### config.mk
export PLATFORM = sky130hd
export DESIGN_NAME = key_event_decoder_flat
export DESIGN_NICKNAME = d
export VERILOG_FILES = /design/src/rtl/key_event_decoder_pkg.sv /design/src/rtl/key_event_decoder_if.sv /design/src/rtl/key_ms_tick.sv /design/src/rtl/key_event_decoder.sv /design/src/flat_wrapper.sv
export SDC_FILE = /design/constraint.sdc
export NUM_CORES = 1
export LEC_CHECK = 0
export CORE_ASPECT_RATIO = 0.7
export CORE_MARGIN = 4
export CORE_UTILIZATION = 30
export DETAILED_ROUTE_END_ITERATION = 7
export SYNTH_ARGS = -nofsm -noshare
export SYNTH_HDL_FRONTEND = slang
export SYNTH_SLANG_ARGS = --single-unit
export TNS_END_PERCENT = 10
### constraint.sdc
create_clock -name clk -period 2.34 [get_ports clk]
set_input_delay 0.468 -clock clk [delete_from_list [all_inputs] [get_ports clk]]
set_output_delay 0.468 -clock clk [all_outputs]
set_load 0.01 [all_outputs]
### src/rtl/key_event_decoder_pkg.sv
// Shared definitions for the key event decoder: FSM state codes, event bundle,
// millisecond counter width and default timing constants.
package key_event_decoder_pkg;

   localparam int MS_CNT_W         = 16;
   localparam int DEF_TICK_DIV     = 50000;
   localparam int DEF_LONG_MS      = 1000;
   localparam int DEF_REPEAT_MS    = 200;
   localparam int DEF_DCLICK_MS    = 300;

   localparam logic [2:0] ST_IDLE     = 3'd0;
   localparam logic [2:0] ST_PRESS    = 3'd1;
   localparam logic [2:0] ST_HOLD     = 3'd2;
   localparam logic [2:0] ST_GAP      = 3'd3;
   localparam logic [2:0] ST_WAIT_REL = 3'd4;

   typedef struct packed {
      logic short_p;
      logic long_p;
      logic repeat_p;
      logic double_p;
   } key_evt_t;

   function automatic logic is_held_state(input logic [2:0] st);
      return (st == ST_PRESS) || (st == ST_HOLD) || (st == ST_WAIT_REL);
   endfunction

endpackage

### src/rtl/key_event_decoder_if.sv
// Key-event bundle: debounced edge pulse and level in, one-cycle user events
// and the held level out.
interface key_event_decoder_if;
   logic key_flag;
   logic key_state;
   logic evt_short;
   logic evt_long;
   logic evt_repeat;
   logic evt_double;
   logic key_held;

   modport master (
      output key_flag, key_state,
      input  evt_short, evt_long, evt_repeat, evt_double, key_held
   );

   modport slave (
      input  key_flag, key_state,
      output evt_short, evt_long, evt_repeat, evt_double, key_held
   );
endinterface

### src/rtl/key_ms_tick.sv
// Millisecond prescaler: counts 0..TICK_DIV-1 and asserts tick while holding
// the last count; a synchronous clear restarts the period.
module key_ms_tick
   import key_event_decoder_pkg::*;
#(
   parameter int TICK_DIV = DEF_TICK_DIV
) (
   input  logic clk,
   input  logic rst_n,
   input  logic clr,
   output logic tick
);

   localparam int               CNT_W    = (TICK_DIV > 1) ? $clog2(TICK_DIV) : 1;
   localparam logic [CNT_W-1:0] CNT_LAST = CNT_W'(TICK_DIV - 1);

   logic [CNT_W-1:0] cnt_reg;
   logic [CNT_W-1:0] cnt_next;

   always_comb begin
      cnt_next = cnt_reg + 1'b1;
      if (clr || (cnt_reg == CNT_LAST)) begin
         cnt_next = '0;
      end
   end

   always_ff @(posedge clk or negedge rst_n) begin
      if (!rst_n) begin
         cnt_reg <= '0;
      end else begin
         cnt_reg <= cnt_next;
      end
   end

   assign tick = (cnt_reg == CNT_LAST);

endmodule

### src/rtl/key_event_decoder.sv
// Turns debounced key edges into short / long / repeat / double-click pulses.
// Define KEY_EVT_DOUBLE_EN to compile in the double-click gap detection.
module key_event_decoder
   import key_event_decoder_pkg::*;
#(
   parameter int TICK_DIV  = DEF_TICK_DIV,
   parameter int LONG_MS   = DEF_LONG_MS,
   parameter int REPEAT_MS = DEF_REPEAT_MS,
   parameter int DCLICK_MS = DEF_DCLICK_MS
) (
   input  logic                clk,
   input  logic                rst_n,
   key_event_decoder_if.slave  bus
);

   // A threshold is met on the tick that brings ms_cnt up to the limit.
   localparam logic [MS_CNT_W-1:0] LONG_LAST   = MS_CNT_W'(LONG_MS - 1);
   localparam logic [MS_CNT_W-1:0] REPEAT_LAST = MS_CNT_W'(REPEAT_MS - 1);
   localparam logic [MS_CNT_W-1:0] GAP_LAST    = MS_CNT_W'(DCLICK_MS - 1);

   logic                press_edge;
   logic                rel_edge;
   logic                tick;
   logic                state_chg;
   logic                ms_clr;
   logic [2:0]          state_reg;
   logic [2:0]          state_next;
   logic [MS_CNT_W-1:0] ms_cnt_reg;
   logic [MS_CNT_W-1:0] ms_cnt_next;
   key_evt_t            evt_reg;
   key_evt_t            evt_next;
   logic                held_reg;

   assign press_edge = bus.key_flag & ~bus.key_state;
   assign rel_edge   = bus.key_flag &  bus.key_state;

   key_ms_tick #(
      .TICK_DIV (TICK_DIV)
   ) u_ms_tick (
      .clk   (clk),
      .rst_n (rst_n),
      .clr   (state_chg),
      .tick  (tick)
   );

   // Edges are tested before ticks so a same-cycle edge wins over a threshold.
   always_comb begin
      state_next = state_reg;
      evt_next   = '0;
      ms_clr     = 1'b0;
      case (state_reg)
         ST_IDLE: begin
            if (press_edge) begin
               state_next = ST_PRESS;
            end
         end
         ST_PRESS: begin
            if (rel_edge) begin
`ifdef KEY_EVT_DOUBLE_EN
               state_next = ST_GAP;
`else
               state_next       = ST_IDLE;
               evt_next.short_p = 1'b1;
`endif
            end else if (tick && (ms_cnt_reg == LONG_LAST)) begin
               state_next      = ST_HOLD;
               evt_next.long_p = 1'b1;
            end
         end
         ST_HOLD: begin
            if (rel_edge) begin
               state_next = ST_IDLE;
            end else if (tick && (ms_cnt_reg == REPEAT_LAST)) begin
               evt_next.repeat_p = 1'b1;
               ms_clr            = 1'b1;
            end
         end
`ifdef KEY_EVT_DOUBLE_EN
         ST_GAP: begin
            if (press_edge) begin
               state_next        = ST_WAIT_REL;
               evt_next.double_p = 1'b1;
            end else if (tick && (ms_cnt_reg == GAP_LAST)) begin
               state_next       = ST_IDLE;
               evt_next.short_p = 1'b1;
            end
         end
         ST_WAIT_REL: begin
            if (rel_edge) begin
               state_next = ST_IDLE;
            end
         end
`endif
         default: begin
            state_next = ST_IDLE;
         end
      endcase
   end

   assign state_chg = (state_next != state_reg);

   always_comb begin
      ms_cnt_next = ms_cnt_reg;
      if (state_chg || ms_clr) begin
         ms_cnt_next = '0;
      end else if (tick && (ms_cnt_reg != {MS_CNT_W{1'b1}})) begin
         ms_cnt_next = ms_cnt_reg + 1'b1;
      end
   end

   always_ff @(posedge clk or negedge rst_n) begin
      if (!rst_n) begin
         state_reg  <= ST_IDLE;
         ms_cnt_reg <= '0;
         evt_reg    <= '0;
         held_reg   <= 1'b0;
      end else begin
         state_reg  <= state_next;
         ms_cnt_reg <= ms_cnt_next;
         evt_reg    <= evt_next;
         held_reg   <= is_held_state(state_next);
      end
   end

   assign bus.evt_short  = evt_reg.short_p;
   assign bus.evt_long   = evt_reg.long_p;
   assign bus.evt_repeat = evt_reg.repeat_p;
   assign bus.evt_double = evt_reg.double_p;
   assign bus.key_held   = held_reg;

endmodule
### src/flat_wrapper.sv
// flat-port wrapper written by rule: the top's interface ports become plain ports
module key_event_decoder_flat import key_event_decoder_pkg::*;
#(
   parameter int TICK_DIV  = DEF_TICK_DIV,
   parameter int LONG_MS   = DEF_LONG_MS,
   parameter int REPEAT_MS = DEF_REPEAT_MS,
   parameter int DCLICK_MS = DEF_DCLICK_MS
)
  (clk, rst_n, bus_key_flag, bus_key_state, bus_evt_short, bus_evt_long, bus_evt_repeat, bus_evt_double, bus_key_held);
  key_event_decoder_if bus_i ();
  input  logic clk;
  input  logic rst_n;
  input wire logic [$bits(bus_i.key_flag)-1:0] bus_key_flag;
  input wire logic [$bits(bus_i.key_state)-1:0] bus_key_state;
  output wire logic [$bits(bus_i.evt_short)-1:0] bus_evt_short;
  output wire logic [$bits(bus_i.evt_long)-1:0] bus_evt_long;
  output wire logic [$bits(bus_i.evt_repeat)-1:0] bus_evt_repeat;
  output wire logic [$bits(bus_i.evt_double)-1:0] bus_evt_double;
  output wire logic [$bits(bus_i.key_held)-1:0] bus_key_held;
  assign bus_i.key_flag = bus_key_flag;
  assign bus_i.key_state = bus_key_state;
  assign bus_evt_short = bus_i.evt_short;
  assign bus_evt_long = bus_i.evt_long;
  assign bus_evt_repeat = bus_i.evt_repeat;
  assign bus_evt_double = bus_i.evt_double;
  assign bus_key_held = bus_i.key_held;
  key_event_decoder #(.TICK_DIV(TICK_DIV), .LONG_MS(LONG_MS), .REPEAT_MS(REPEAT_MS), .DCLICK_MS(DCLICK_MS)) u_core (.clk(clk), .rst_n(rst_n), .bus(bus_i));
endmodule
==> run metrics, run 1 <==
outcome=finished clean; fill count=a little over 700; Slew Viols, Final=0; grt total ovfl=0; post-detail-place hpwl=between 2 and 3 mm; worst hold path type=primary input to asynchronous set/reset pin; commonest cells after routing, fill and taps aside=dfrtp_1, nor2_1, xnor2_1; Seq/Total Area, Yosys=a little under half; fin crit period=roughly 2.0 ns; clk_lat worst skew=between 0.2 and 0.3 ns; wire length of the first global-routing pass=a little under 7 mm; PortBufs=7; Seq cells post-synth=39; ys flop type=dfrtp_1; slowest CP cell=dfrtp_1; Num Clock Sinks=39; crit-path max cell delay=roughly 0.37 ns; CTS tree=yes; Worst Path Max Fanout=18; clk root buf=clkbuf_8; syn avg cell area=around 10 µm²; final net count=~220; Tcrit/Tclk final=a little under nine tenths; largest net degree at the start of global routing=40; P_leak=around 0.97 nW; vias per cell=4.67; antenna violations before repair=0; post-route setup TNS=0 ns; row count=25; PD cells=roughly 560 nW/µm²; area of the multi-input gates=between 1000 and 1500 µm²; vias in the first global route=roughly 1400; count of different cell masters after synthesis=45; r2r setup slk=between 0.3 and 0.4 ns; final setup violation count=0; CP required=between 2 and 3 ns; Die Height=78.2 µm; CTS Buf Count=5; Layout Skew=around 0.013 ns; final wirelength=3.91 mm; critical path type=register to register; vias post-DR=1456; Fmax achieved=~500 MHz; fin util=between 30 and 40%; IO Pins=9; max_cap viols=0; CP most frequent cell=and3_1; diode count=0; drt drc=0; Worst-Margin Slew=just under 0.9 ns; hold slack=approximately 0.26 ns; Mapped Area=around 2100 µm²; commonest non-fill, non-tap cell in the layout=dfrtp_1; first-pass detailed-route iteration total=4; Die ar.=about 8500 µm²; CP arrival=approximately 2.2 ns; area growth from synthesis to layout=14.0%; Hold Buf Count CTS=0; drt wl/cell=between 10 and 15 µm; CP top delay family=simple AND/OR/NAND/NOR gates; fin cells=around 310; DRT iter0 DRCs=between 50 and 60; Buffers & Inverters on Critical Path=1; unrepaired setup endpoints after global routing=no; crit-path cells=ha_1, and3_1, nand4_2, buf_4, nor4_1, and3_1, nor3_1; Async SR Flop Fraction=100%; sequential cell area=roughly 980 µm²; Clk pin slew, worst setup/hold paths=approximately 0.08 ns; Bufs on Longest Clock Path=2; Core Area=approximately 6800 µm²; Die Width=108 µm; placed cells=303; DRT antenna net count=0; Initial Util=a little under a third; layout cells sized above 1=approximately 14%; synth warn=0; Relative slew margins=42.0%; All-Layer GR Usage=around 10%; Crit. End Element=register; Worst setup SP type=register; Max H-tree Level=2; Final Hold Viols=0; Final GP Congestion=~0.82; Max VDD drop=~0.00030 V; Mapped Cells=205; Post-synth EDFFs=0
==> cell usage after synthesis (2+ instances only) <==
library cell,n,area share [%]
buf_2,2,0.47
nand4_1,6,1.8
nor3_1,7,1.7
nor2b_1,2,0.59
xnor2_1,20,8.3
or4_1,2,0.71
nand2_1,10,1.8
buf_6,3,1.6
nand3_1,13,3.1
clkbuf_1,2,0.36
and3_1,8,2.4
nor4_1,7,2.1
nor4b_2,2,1.4
inv_1,3,0.53
ha_1,2,1.2
nor3_2,5,2.4
xor2_1,8,3.3
nor2_1,36,6.4
nand2b_1,2,0.59
dfrtp_1,39,46
and2_1,2,0.59
==> worst paths after layout <==
check,end,from,depth (start not counted)
min reg2reg,u_core.u_ms_tick.cnt_reg[0]$_DFF_PN0_,u_core.u_ms_tick.cnt_reg[0]$_DFF_PN0_,1
max reg2reg,u_core.ms_cnt_reg[15]$_DFFE_PN0P_,u_core.u_ms_tick.cnt_reg[0]$_DFF_PN0_,7
min,u_core.ms_cnt_reg[11]$_DFFE_PN0P_,rst_n,1
max,u_core.ms_cnt_reg[15]$_DFFE_PN0P_,u_core.u_ms_tick.cnt_reg[0]$_DFF_PN0_,7
min in group clk,u_core.u_ms_tick.cnt_reg[0]$_DFF_PN0_,u_core.u_ms_tick.cnt_reg[0]$_DFF_PN0_,1
max in group asynchronous,u_core.state_reg[2]$_DFF_PN0_,rst_n,1
==> power breakdown <==
part / switching (W) / internal [W]
clock network: 0.000239 / 0.000345
logic: 0.0000408 / 0.0000253
registers: 0.00000464 / 0.000680
total: 0.000284 / 0.00105
==> per-stage QoR <==
| stage | total power [W] | worst slack [ns] | area (µm²) |
|---|---|---|---|
| global placement | 0.000761 | 0.0722 | 2270 |
| floorplan | 0.000731 | 0.547 | 2110 |
| finish | 0.00134 | 0.331 | 2400 |
| CTS | 0.00135 | 0.0913 | 2380 |
| global route | 0.00139 | 0.0866 | 2400 |
| detailed placement | 0.000760 | 0.0444 | 2270 |
==> cells by family (layout without fill, tap and decap cells) <==
family | after synthesis | after routing | synth area share (%)
other cells | 1 | 2 | 0.178
flops | 39 | 39 | 46.3
compound gates | 11 | 11 | 5.28
fa+ha+maj | 2 | 2 | 1.19
buf+inv | 11 | 23 | 3.32
simple gates | 113 | 113 | 32.1
xor+xnor | 28 | 28 | 11.6
==> layout make-up <==
cell class,instances,area share (%)
clock buffers,6,3.43
clock inverters,2,1.46
inverters,3,0.468
multi-input cells,156,44.4
flip-flops and latches,39,40.6
well taps,94,4.89
repair buffers,12,4.79
==> metal layers <==
metal,vias to the layer above,share of wire [%],global-route usage [%]
li1,740,-,-
met1,703,56,14.7
met2,11,41,14.1
met3,2,2.7,2.96
met4,0,0.49,2.65
met5,-,0,0
==> what timing repair did <==
| action | CTS | global route |
|---|---|---|
| resized for setup | 0 | 0 |
| endpoints found under the setup margin | 0 | 15 |
| setup buffers | 0 | 1 |
No activity file was read; power rests on OpenSTA's default activity.
==> run 2: changes to the inputs <==
--- a/config.mk
+++ b/config.mk
@@ -6,7 +6,7 @@
 export NUM_CORES = 1
 export LEC_CHECK = 0
 export CORE_ASPECT_RATIO = 0.7
-export CORE_MARGIN = 4
+export CORE_MARGIN = 1
 export CORE_UTILIZATION = 30
 export DETAILED_ROUTE_END_ITERATION = 7
 export SYNTH_ARGS = -nofsm -noshare
==> run 2 against run 1 <==
Effect of this change:
- non-clock buffer count unchanged
- register-to-register slack lost 0.03 ns
- critical path type unchanged
- setup slack worse by 0.028 ns
- critical path depth unchanged
- power down 8.8%
- die area fell by 13%
- count of clock-buffer cells in the layout shrank 1
- first-iteration DRC count down 3.4%
- largest cell class unchanged
==> run metrics, run 2 (synthesized netlist as in run 1, its figures left out) <==
critical path type=register to register; Reg2Reg Depth=7; drt wl/cell=between 10 and 15 µm; Int Pwr=approximately 0.0009 W; post-detail-place hpwl=about 2.8 mm; layout cells sized above 1=between 10% and 20%; max_cap viols=0; Layout Skew=0.0124 ns; fin crit period=just over 2 ns; Initial Util=a little under a third; Clk pin slew, worst setup/hold paths=0.08 ns; Num Clock Sinks=39; cell area after layout=roughly 2400 µm²; vias in the first global route=roughly 1400; DRT antenna net count=0; PD cells=512 nW/µm²; diode count=0; fin cells=between 300 and 400; CP most frequent cell=and3_1; Clock Power Share=between 30% and 40%; P_leak=about 0.94 nW; largest net degree at the start of global routing=40; Psw=slightly above 0.0003 W; unrepaired setup endpoints after global routing=no; final wirelength=~4 mm; Comb pwr share=roughly 5.5%; Max VDD drop=roughly 0.00019 V; vias post-DR=about 1500; Max H-tree Level=2; clk_lat worst skew=around 0.3 ns; commonest cells after routing, fill and taps aside=dfrtp_1, nor2_1, xnor2_1; All-Layer GR Usage=approximately an eighth; area growth from synthesis to layout=12.6%; CTS Buf Count=5; post-CTS setup buffers=0; clk root buf=clkbuf_8; CP arrival=roughly 2.2 ns; grt total ovfl=0; Tcrit/Tclk final=approximately 87%; vias per cell=about 4.8; fill count=699; antenna violations before repair=0; hold slack=~0.26 ns; IO Pins=9; Slew Viols, Final=0; sequential power share=56.3%; CP required=between 2 and 3 ns; Sw Ratio=between 20 and 30%; # resized after CTS=0; crit-path max cell delay=roughly 0.38 ns; Crit. End Element=register; Bufs on Longest Clock Path=2; PortBufs=7; Power, Total=between 0.001 and 0.0015 W; Hold Buf Count CTS=0; placed cells=about 300; CTS tree=yes; worst hold path type=primary input to asynchronous set/reset pin; sequential cell area=approximately 980 µm²; drt drc=0; DRT iter0 DRCs=56; Final Hold Viols=0; wire length of the first global-routing pass=just under 7 mm; Fmax achieved=slightly below 500 MHz; area of the multi-input gates=~1100 µm²; Worst setup SP type=register; Relative slew margins=a little over two fifths; Core Area=slightly below 7000 µm²; final net count=between 200 and 250; row count=25; Worst-Margin Slew=approximately 0.86 ns; Die Width=about 100 µm; outcome=finished clean; first-pass detailed-route iteration total=4; dpl cell area=between 2000 and 2500 µm²; final setup violation count=0; commonest non-fill, non-tap cell in the layout=dfrtp_1; slowest CP cell=dfrtp_1; Die Height=roughly 72 µm; crit-path cells=ha_1, and3_1, nand4_2, buf_4, nor4_1, and3_1, nor3_1; Die ar.=7380 µm²; Worst Path Max Fanout=18; Final GP Congestion=~0.77
-- run 2: cell count changes in the layout (fill, tap and decap cells not counted) --
cell / delta
bufinv_16: -1
clkbuf_8: -1
clkinvlp_4: +2
-- run 2: metal layers --
metal | global-route usage, % | up-vias | part of all wire (%)
li1 | - | 741 | -
met1 | 18.2 | 736 | 56
met2 | 16.3 | 23 | 39
met3 | 3.18 | 10 | 3.5
met4 | 4.29 | 0 | 1.4
met5 | 0 | - | 0
-- run 2: path summary, 6_finish.rpt --
kind                                                    endpoint                                  start  slack [ns]
min in group clk           u_core.u_ms_tick.cnt_reg[0]$_DFF_PN0_  u_core.u_ms_tick.cnt_reg[0]$_DFF_PN0_        0.46
max in group asynchronous  u_core.u_ms_tick.cnt_reg[8]$_DFF_PN0_                                  rst_n        1.52
min reg2reg                u_core.u_ms_tick.cnt_reg[0]$_DFF_PN0_  u_core.u_ms_tick.cnt_reg[0]$_DFF_PN0_        0.46
max reg2reg                    u_core.ms_cnt_reg[15]$_DFFE_PN0P_  u_core.u_ms_tick.cnt_reg[0]$_DFF_PN0_        0.30
min                            u_core.ms_cnt_reg[12]$_DFFE_PN0P_                                  rst_n        0.26
max                            u_core.ms_cnt_reg[15]$_DFFE_PN0P_  u_core.u_ms_tick.cnt_reg[0]$_DFF_PN0_        0.30
-- run 2: power groups by stage --
stage | clock, W | combinational [W] | sequential, W
after floorplan | 0 | 0.0000328 | 0.000698
after global placement | 0 | 0.0000628 | 0.000698
after detailed placement | 0 | 0.0000622 | 0.000699
after CTS | 0.000485 | 0.0000624 | 0.000685
after global routing | 0.000509 | 0.0000756 | 0.000687
final | 0.000466 | 0.0000664 | 0.000685
-- run 2: stage by stage --
| step | worst slack, ns | utilization [%] | TNS [ns] |
|---|---|---|---|
| 2_1_floorplan | 0.547 | - | 0 |
| 3_3_place_gp | 0.0594 | 33.4 | 0 |
| 3_5_place_dp | -0.00285 | 33.4 | -0.00285 |
| 4_1_cts | 0.0370 | 34.7 | 0 |
| 5_1_grt | 0.129 | 35.0 | 0 |
| 6_report | 0.303 | 35.0 | 0 |
-- run 2: critical path, delay by kind of cell (launching register included) --
family	cells	cell delay (ns)
fa+ha+maj	1	0.19
buf+inv	1	0.27
simple gates	5	1.09
flops	1	0.38
-- run 2: layout make-up --
| type | count | area share (%) |
|---|---|---|
| clock inverter | 3 | 0.843 |
| inverter | 3 | 0.474 |
| timing repair buffer | 12 | 4.84 |
| clock buffer | 5 | 2.90 |
| tap | 94 | 4.95 |
| multi-input combinational | 156 | 44.9 |
| sequential | 39 | 41.1 |
==> run 3: changes to the inputs <==
--- a/config.mk
+++ b/config.mk
@@ -9,6 +9,9 @@
 export CORE_MARGIN = 1
 export CORE_UTILIZATION = 30
 export DETAILED_ROUTE_END_ITERATION = 7
+export PLACE_DENSITY_LB_ADDON = 0.3
+export RECOVER_POWER = 25
+export SLEW_MARGIN = 20
 export SYNTH_ARGS = -nofsm -noshare
 export SYNTH_HDL_FRONTEND = slang
 export SYNTH_SLANG_ARGS = --single-unit
==> run 3 against run 2 <==
Effect of this change:
- the flow now finishes with violations (design-rule violations)
- global-route usage is 0.10 points higher
- die area stayed put
- setup slack worse by 0.0013 ns
- wire length is 0.70% higher
- utilization is 0.52 points higher
- sequential power hardly changed
- flip-flop and latch count stayed put
- fmax hardly changed
- clock skew is 0.0046 ns lower
- highest routed layer unchanged
==> run metrics, run 3 (synthesized netlist as in run 1, its figures left out) <==
outcome=finished, violations left; violated checks=design-rule violations; DRT antenna net count=0; # resized after CTS=0; vias post-DR=~1500; Bufs on Longest Clock Path=2; pre-CTS worst setup slack=-0.00306 ns; Worst-Margin Slew=around 0.8 ns; PD cells=around 590 nW/µm²; met2 WL post-DR=1.60 mm; Relative slew margins=45.5%; CTS tree=yes; fin crit period=~2.0 ns; grt total ovfl=0; Fmax achieved=approximately 500 MHz; IO Pins=9; Layout Skew=around 0.008 ns; Initial Util=a little under a third; first-pass detailed-route iteration total=6; area growth from synthesis to layout=14.3%; post-detail-place hpwl=approximately 2.8 mm; post-route setup TNS=0 ns; row count=25; DRT iter0 DRCs=76; Slew Viols, Final=0; Die Height=a little over 70 µm; Core Area=between 6000 and 7000 µm²; Die ar.=roughly 7400 µm²; wire length of the first global-routing pass=a little under 7 mm; final wirelength=around 4.0 mm; Max H-tree Level=2; Top Metal Used=met4; Tcrit/Tclk final=between 80% and 90%; layout cells sized above 1=between 10 and 15%; commonest non-fill, non-tap cell in the layout=dfrtp_1; Worst Path Max Fanout=18; CP arrival=between 2 and 2.5 ns; final setup violation count=0; CTS Buf Count=5; Final Hold Viols=0; max_cap viols=0; clk_lat worst skew=0.29 ns; diode count=0; Setup WS post-layout=0.301 ns; drt wl/cell=between 10 and 15 µm; largest net degree at the start of global routing=25; critical path type=register to register; unrepaired setup endpoints after global routing=no; worst hold path type=primary input to asynchronous set/reset pin; Max VDD drop=0.000286 V; Clk pin slew, worst setup/hold paths=approximately 0.080 ns; final net count=around 220; Num Clock Sinks=39; Die Width=~100 µm; vias in the first global route=around 1400; Final GP Congestion=about 0.75; Worst setup SP type=register; commonest cells after routing, fill and taps aside=dfrtp_1, nor2_1, xnor2_1; CP required=roughly 2.5 ns; clk root buf=clkbuf_8; P_leak=about 0.97 nW; antenna violations before repair=0; PortBufs=7; placed cells=approximately 300; fin cells=about 310; fill count=679; drt drc=1; met3 WL post-DR=161 µm; All-Layer GR Usage=12.2%; Crit. End Element=register; vias per cell=roughly 4.7; M1 wire length=2.23 mm
-- run 3: cell types whose count changed in the layout (fill, tap and decap cells not counted), sizes merged --
cell	change
clkbuf	+3
bufinv	+2
clkinvlp	-2
buf	-1
clkinv	-1
-- run 3: timing repair --
action                     4_1_cts  5_1_grt
hold buffers                     0        0
setup buffers                    0        2
setup endpoints to repair        0       16
-- run 3: layout make-up --
| class | count | area, µm² | area share, % |
|---|---|---|---|
| Timing Repair Buffer | 13 | 106 | 4.41 |
| Inverter | 3 | 11.3 | 0.467 |
| Sequential cell | 39 | 976 | 40.5 |
| Multi-Input combinational cell | 156 | 1070 | 44.3 |
| Tap cell | 94 | 118 | 4.88 |
| Clock buffer | 6 | 72.6 | 3.01 |
| Clock inverter | 2 | 60.1 | 2.49 |
-- run 3: where the power goes --
group	internal (W)	switching [W]
Sequential	0.000680	0.00000680
Clock	0.000426	0.000246
Combinational	0.0000223	0.0000380
Total	0.00113	0.000291
-- run 3: worst max-delay path: stages (launching register included) --
cell and delay, ns:
dfrtp_1 0.37, ha_1 0.18, and3_1 0.29, nand4_2 0.20, buf_4 0.27, nor4_1 0.38
and3_1 0.20, nor3_1 0.04
-- run 3: stage by stage --
stage               hold WS [ns]  cell area (µm²)  power, W  util [%]
finish                     0.243             2410   0.00142      35.5
global route               0.297             2410   0.00147      35.5
CTS                       0.0769             2400   0.00144      35.4
detailed placement         0.396             2270  0.000760      33.4
global placement           0.396             2270  0.000761      33.4
floorplan                  0.172             2110  0.000731         -
-- run 3: per-layer routing --
| layer | track usage, % | up-vias |
|---|---|---|
| li1 | - | 740 |
| met1 | 19.4 | 710 |
| met2 | 15.1 | 28 |
| met3 | 3.56 | 2 |
| met4 | 3.81 | 0 |
| met5 | 0 | - |
-- run 3: path summary, 6_finish.rpt --
kind / cells after the start / from / end / slack [ns]
worst max-delay path: 7 / u_core.u_ms_tick.cnt_reg[0]$_DFF_PN0_ / u_core.ms_cnt_reg[15]$_DFFE_PN0P_ / 0.30
worst max register to register: 7 / u_core.u_ms_tick.cnt_reg[0]$_DFF_PN0_ / u_core.ms_cnt_reg[15]$_DFFE_PN0P_ / 0.30
min in group clk: 1 / u_core.u_ms_tick.cnt_reg[0]$_DFF_PN0_ / u_core.u_ms_tick.cnt_reg[0]$_DFF_PN0_ / 0.46
worst min-delay path: 1 / rst_n / u_core.bus.key_held$_DFF_PN0_ / 0.24
worst min register to register: 1 / u_core.u_ms_tick.cnt_reg[0]$_DFF_PN0_ / u_core.u_ms_tick.cnt_reg[0]$_DFF_PN0_ / 0.46
max in group asynchronous: 2 / rst_n / u_core.ms_cnt_reg[5]$_DFFE_PN0P_ / 1.02
